**src/rtl/period_meter.sv**
```systemverilog
`timescale 1ns/1ps
// period_meter
// Measures the period (and optionally the high time) of an asynchronous
// input in clk cycles. One measurement per accepted start pulse; the result
// is held with valid=1 until the consumer acknowledges it. A measurement
// that sees no closing edge within TMO cycles reports timeout instead.
//
// Build option: define PERIOD_METER_DUTY_EN to enable high-time measurement.
// Without it the high-time counter is not built and high_time reads 0.
module period_meter #(
  parameter int          CNT_W = 33,
  parameter logic [63:0] TMO   = 64'd1048576
) (
  input  logic             clk,
  input  logic             rst,
  input  logic             sig_in,
  input  logic             start,
  input  logic             ack,
  output logic [CNT_W-1:0] period,
  output logic [CNT_W-1:0] high_time,
  output logic             valid,
  output logic             busy,
  output logic             timeout
);

  // Last count value before the measurement is abandoned.
  localparam logic [CNT_W-1:0] TMO_LAST = CNT_W'(TMO - 64'd1);
  localparam logic [CNT_W-1:0] ONES     = '1;

  typedef enum logic [1:0] {
    IDLE = 2'd0,
    ARM  = 2'd1,
    MEAS = 2'd2,
    DONE = 2'd3
  } state_t;

  // Counter increment. The timeout fires at TMO-1, which is below the
  // all-ones value, so the counters never need to wrap.
  function automatic logic [CNT_W-1:0] inc_cnt(input logic [CNT_W-1:0] v);
    return v + CNT_W'(1);
  endfunction

  // Period result: the closing rise is seen while cnt still holds N-1.
  function automatic logic [CNT_W-1:0] period_of(input logic [CNT_W-1:0] c);
    return inc_cnt(c);
  endfunction

  state_t           state;
  state_t           state_nxt;
  logic             sync_p0;
  logic             sync_p1;
  logic             sig_p2;
  logic             rise;
  logic [CNT_W-1:0] cnt;
  logic             cnt_clr;
  logic             cnt_inc;
  logic             ld_meas;
  logic             ld_tmo;
  logic             vld_clr;
  logic             at_limit;

  // ---- stage p0/p1: two-flop synchronizer for the asynchronous input ----
  // ---- stage p2: edge-detector history flop ----
  // Synchronize sig_in and keep one cycle of history for edge detection.
  always_ff @(posedge clk or negedge rst) begin
    if (!rst) begin
      sync_p0 <= 1'b0;
      sync_p1 <= 1'b0;
      sig_p2  <= 1'b0;
    end else begin
      sync_p0 <= sig_in;
      sync_p1 <= sync_p0;
      sig_p2  <= sync_p1;
    end
  end

  // One-cycle rise pulse on the synchronized input.
  assign rise     = sync_p1 & ~sig_p2;
  assign at_limit = (cnt == TMO_LAST);
  assign busy     = (state == ARM) || (state == MEAS);

  // ---- control: measurement state machine ----
  // State register.
  always_ff @(posedge clk or negedge rst) begin
    if (!rst) begin
      state <= IDLE;
    end else begin
      state <= state_nxt;
    end
  end

  // Next-state and datapath control strobes.
  always_comb begin
    state_nxt = state;
    cnt_clr   = 1'b0;
    cnt_inc   = 1'b0;
    ld_meas   = 1'b0;
    ld_tmo    = 1'b0;
    vld_clr   = 1'b0;
    case (state)
      IDLE: begin
        if (start) begin
          cnt_clr   = 1'b1;
          state_nxt = ARM;
        end
      end
      ARM: begin
        // A rise on the last allowed cycle still starts the measurement.
        if (rise) begin
          cnt_clr   = 1'b1;
          state_nxt = MEAS;
        end else if (at_limit) begin
          ld_tmo    = 1'b1;
          state_nxt = DONE;
        end else begin
          cnt_inc   = 1'b1;
        end
      end
      MEAS: begin
        // The closing rise wins over a simultaneous timeout.
        if (rise) begin
          ld_meas   = 1'b1;
          state_nxt = DONE;
        end else if (at_limit) begin
          ld_tmo    = 1'b1;
          state_nxt = DONE;
        end else begin
          cnt_inc   = 1'b1;
        end
      end
      DONE: begin
        // Outputs hold until ack; ack together with start re-arms at once.
        if (ack) begin
          vld_clr = 1'b1;
          if (start) begin
            cnt_clr   = 1'b1;
            state_nxt = ARM;
          end else begin
            state_nxt = IDLE;
          end
        end
      end
      default: begin
        state_nxt = IDLE;
      end
    endcase
  end

  // ---- datapath: measurement counter ----
  // Cycle counter shared by the arming wait and the period measurement.
  always_ff @(posedge clk or negedge rst) begin
    if (!rst) begin
      cnt <= '0;
    end else if (cnt_clr) begin
      cnt <= '0;
    end else if (cnt_inc) begin
      cnt <= inc_cnt(cnt);
    end
  end

  // ---- result registers ----
  // Period, timeout flag and valid handshake.
  always_ff @(posedge clk or negedge rst) begin
    if (!rst) begin
      period  <= '0;
      timeout <= 1'b0;
      valid   <= 1'b0;
    end else if (ld_meas) begin
      period  <= period_of(cnt);
      timeout <= 1'b0;
      valid   <= 1'b1;
    end else if (ld_tmo) begin
      period  <= ONES;
      timeout <= 1'b1;
      valid   <= 1'b1;
    end else if (vld_clr) begin
      valid   <= 1'b0;
    end
  end

`ifdef PERIOD_METER_DUTY_EN
  logic [CNT_W-1:0] hcnt;
  logic             fell_seen;
  logic             fall;

  assign fall = ~sync_p1 & sig_p2;

  // High-time counter: counts cycles where the history flop is high after
  // the opening rise, including the cycle that reports the fall, then
  // freezes for the rest of the period.
  always_ff @(posedge clk or negedge rst) begin
    if (!rst) begin
      hcnt      <= '0;
      fell_seen <= 1'b0;
    end else if ((state == ARM) && rise) begin
      hcnt      <= '0;
      fell_seen <= 1'b0;
    end else if (state == MEAS) begin
      if (sig_p2 && !fell_seen) begin
        hcnt <= inc_cnt(hcnt);
      end
      if (fall) begin
        fell_seen <= 1'b1;
      end
    end
  end

  // High-time result, captured alongside period.
  always_ff @(posedge clk or negedge rst) begin
    if (!rst) begin
      high_time <= '0;
    end else if (ld_meas) begin
      high_time <= fell_seen ? hcnt : inc_cnt(hcnt);
    end else if (ld_tmo) begin
      high_time <= '0;
    end
  end
`else
  assign high_time = '0;
`endif

endmodule

```
**config.mk**
```make
export PLATFORM = sky130hd
export DESIGN_NAME = period_meter
export DESIGN_NICKNAME = d
export VERILOG_FILES = /design/src/rtl/period_meter.sv
export SDC_FILE = /design/constraint.sdc
export NUM_CORES = 1
export LEC_CHECK = 0
export CAP_MARGIN = 20
export CORE_ASPECT_RATIO = 0.6
export CORE_MARGIN = 5
export CORE_UTILIZATION = 48
export DETAILED_ROUTE_END_ITERATION = 8
export PLACE_DENSITY = 0.88
export SETUP_SLACK_MARGIN = 0.15
export SYNTH_ARGS = -nofsm -noshare
export SYNTH_HDL_FRONTEND = slang
export SYNTH_SLANG_ARGS = --single-unit
```
**constraint.sdc**
```tcl
create_clock -name clk -period 2.05 [get_ports clk]
set_input_delay 0.3075 -clock clk [delete_from_list [all_inputs] [get_ports clk]]
set_output_delay 0.3075 -clock clk [all_outputs]
set_load 0.1 [all_outputs]
```
==> results.tsv <==
stage	metric	value	unit
synthesis	synth.top_cell.area_share	45.17	%
route	drcViolationCount	0	
setup_path	timing.rr.end	cnt[25]$_DFFE_PN0P_	
synthesis	synth_edf_count	0	
setup_path	critPathCaptureType	flip-flop	
clock_network	htreeDepth	3	
clock_network	numCtsBuffers	9	
synthesis	synth.cell_area	0.004044	sq mm
setup_path	cp.arrival	2.34	ns
layout	final_common_cell	buf_4	
timing	rsz0062_at_grt	true	
layout	final_cell_mix	buf_4, dfrtp_1, conb_1	
clock_network	root_buffer	clkbuf_16	
synthesis	synth-seq-cells	73	
synthesis	syn_inst	415	
layout	fin_area	0.005720	sq mm
layout	syn2layout_area_growth	41.46	%
layout	antenna_cells	0	
setup_path	reg2reg_from	cnt[31]$_DFFE_PN0P_	
placement	gp_congestion	0.9429	
synthesis	syn_avg_cell_area	9.744	sq um
layout	finalNetCount	542	
setup_path	slowest_delay	0.45	ns
power	p_leak	2.456	nW
setup_path	crit_fanout	6	
timing	period_needed	2.076	ns
floorplanning	rows	25	
floorplanning	ioPinCount	74	
hold_path	hold_class	flip-flop to flip-flop	
placement	postPlaceCellArea	0.004658	sq mm
timing	period_share	101.3	%
grt	grt_max_degree	38	
setup_path	critPathBufInv	2	
synthesis	ys_types	47	
route	wl	12.85	mm
timing	slew_violations	0	
hold_path	min_path_cells	0	
outcome	violations	negative setup slack	
hold_path	hp-start	sync_p0$_DFF_PN0_	
clock_network	cts_tree	built	
synthesis	synthFlopType	dfrtp_1	
floorplanning	core	0.008039	sq mm
setup_path	path_class	flip-flop to flip-flop	
synthesis	synth_warnings	0	
layout	post-route-util	71.16	%
placement	pre_cts_ws	0.03799	ns
setup_path	reg2reg_depth	7	
clock_network	clk-insertion-delay-late	0.34	ns
placement	port_buffers	40	
outcome	status	finished, violations left	
power	p_per_area	1604	mW/mm^2
setup_path	cpMostUsedCell	buf_6	
setup_path	startpoint_type	flip-flop	
power	ir_drop	1321	uV
synthesis	yosys.area.top_type	dfrtp_1	
grt	grt_pass1_vias	3441	
flow_run	maxCapViolations	0	
route	first_pass_iters	5	
timing	timing.final.hold_violations	0	
hold_path	holdPathEnd	sync_p1$_DFF_PN0_	
clock_network	clock-sinks	73	
route	wl_per_cell	19.98	um
grt	grt_pass1_wl	17.66	mm
setup_path	path_delay_family	compound AO/OA/AOI/OAI gates	
floorplanning	fp.dieArea	0.01042	sq mm
grt	globalRouteOverflowTotal	0	
timing	setup_viol	1	
timing	fmax	481.7	MHz
layout	fillers	544	
grt	grt_antenna_before_repair	0	
layout	drive_gt1_share	39.63	%
setup_path	rrSetupSlack	-0.03	ns
timing	holdWs	0.3600	ns
setup_path	critPathRequiredTime	2.32	ns
timing	fin_ws	-0.02608	ns
setup_path	cp_slowest_cell	dfrtp_2	
floorplanning	initial_core_util	50.30	%
route	drt_iter0_drc	401	
floorplanning	die_width	128.5	um
placement	dpl.hpwl	7.613	mm
clock_network	clockBufferDepth	2	
synthesis	synthArstFlopShare	100.0	%
setup_path	cp_cell_sequence	nor4_4 -> nand4_1 -> o31ai_4 -> buf_6 -> buf_6 -> o21ai_0 -> a21oi_2	
synthesis	synthTopCellsByArea	dfrtp_1, buf_4, a2bb2oi_1	
grt	grt_usage	21.83	%
route	num_vias	3888	
timing	skew	0.005347	ns
synthesis	seq_area_frac_synth	45.17	%
clock_network	clk_pin_slew	0.06	ns
floorplanning	die-height	81.10	um
route	ant_nets	0	
route	via_per_inst	6.047	
worst max-delay path by stage:
stage,slack [ns],endpoint,depth (start not counted),from
3_5_place_dp,0.04,cnt[25]$_DFFE_PN0P_,5,cnt[19]$_DFFE_PN0P_
4_1_cts,0.07,cnt[25]$_DFFE_PN0P_,5,cnt[0]$_DFFE_PN0P_
5_1_grt,-0.12,cnt[25]$_DFFE_PN0P_,7,cnt[31]$_DFFE_PN0P_
3_3_place_gp,0.10,cnt[25]$_DFFE_PN0P_,5,cnt[19]$_DFFE_PN0P_
6_report,-0.03,cnt[25]$_DFFE_PN0P_,7,cnt[31]$_DFFE_PN0P_
2_1_floorplan,0.04,cnt[25]$_DFFE_PN0P_,7,cnt[3]$_DFFE_PN0P_
cells by family after synthesis:
kind of cell,after synthesis,synth area share (%)
buf+inv,63,9.375
fa+ha+maj,7,2.166
other cells,1,0.09273
simple gates,134,18.63
flops,73,45.17
compound gates,108,18.29
xor+xnor,29,6.281
timing repair:
action                     CTS  global route
pin swaps                    8            35
hold endpoints to repair    16             0
gates cloned                 2             4
setup buffers               12            22
hold buffers                 1             0
setup endpoints to repair   50            65
gates resized for setup     29            80
cell usage after synthesis (2+ instances only):
cell type	n
and4_1	5
nand4_1	14
nand3_1	17
clkbuf_1	14
a21o_1	3
nand2b_1	2
and3_1	6
xnor2_1	15
a2bb2oi_1	25
nor3_1	11
and2_1	5
o31ai_1	7
nor2_1	15
inv_1	8
a21oi_1	30
buf_2	4
or3_1	18
a21boi_0	3
ha_1	7
a221oi_1	2
nand2_1	18
or4_1	6
buf_4	35
o21ai_0	20
o32a_1	6
dfrtp_1	73
or3_2	2
nor2b_1	3
nor4_1	7
o21a_1	4
xor2_1	14
power by group:
group          leakage [nW]  total, mW  switching [mW]  internal (mW)
combinational          1.37       5.50            4.01           1.50
sequential            0.937       2.11           0.287           1.82
clock                 0.148       1.56           0.596          0.965
total                  2.46       9.17            4.89           4.28
stage by stage:
step,instances,TNS (ns),total power [mW]
final,643,-0.02608,9.174
after global routing,643,-0.8835,9.488
after CTS,617,0,8.606
after detailed placement,586,0,6.940
after global placement,586,0,6.830
after floorplan,447,0,5.900
routing by layer:
metal	vias up	share of wire (%)	GRT usage (%)
met3	38	10	6.965
met2	253	47	32.24
met5	-	0	0
li1	1693	-	-
met1	1904	40	30.33
met4	0	2.8	7.652
registers in the layout, summed over array words and instances (netlist names):
| register | cells |
|---|---|
| state | 2 |
| cnt | 33 |
| period | 33 |
| sig_p2 | 1 |
| valid | 1 |
| sync_p0 | 1 |
| sync_p1 | 1 |
| timeout | 1 |
area by class of cell:
cell class                      instances  area, sq um  area share [%]
Multi-Input combinational cell        311         2340           40.90
Sequential cell                        73         1836           32.09
Timing Repair Buffer                  127         1084           18.94
Clock buffer                           10        239.0           4.178
Tap cell                              108        135.1           2.362
Clock inverter                          6        57.56           1.006
Inverter                                8        30.03          0.5249
Power figures use the tool's default switching activity.
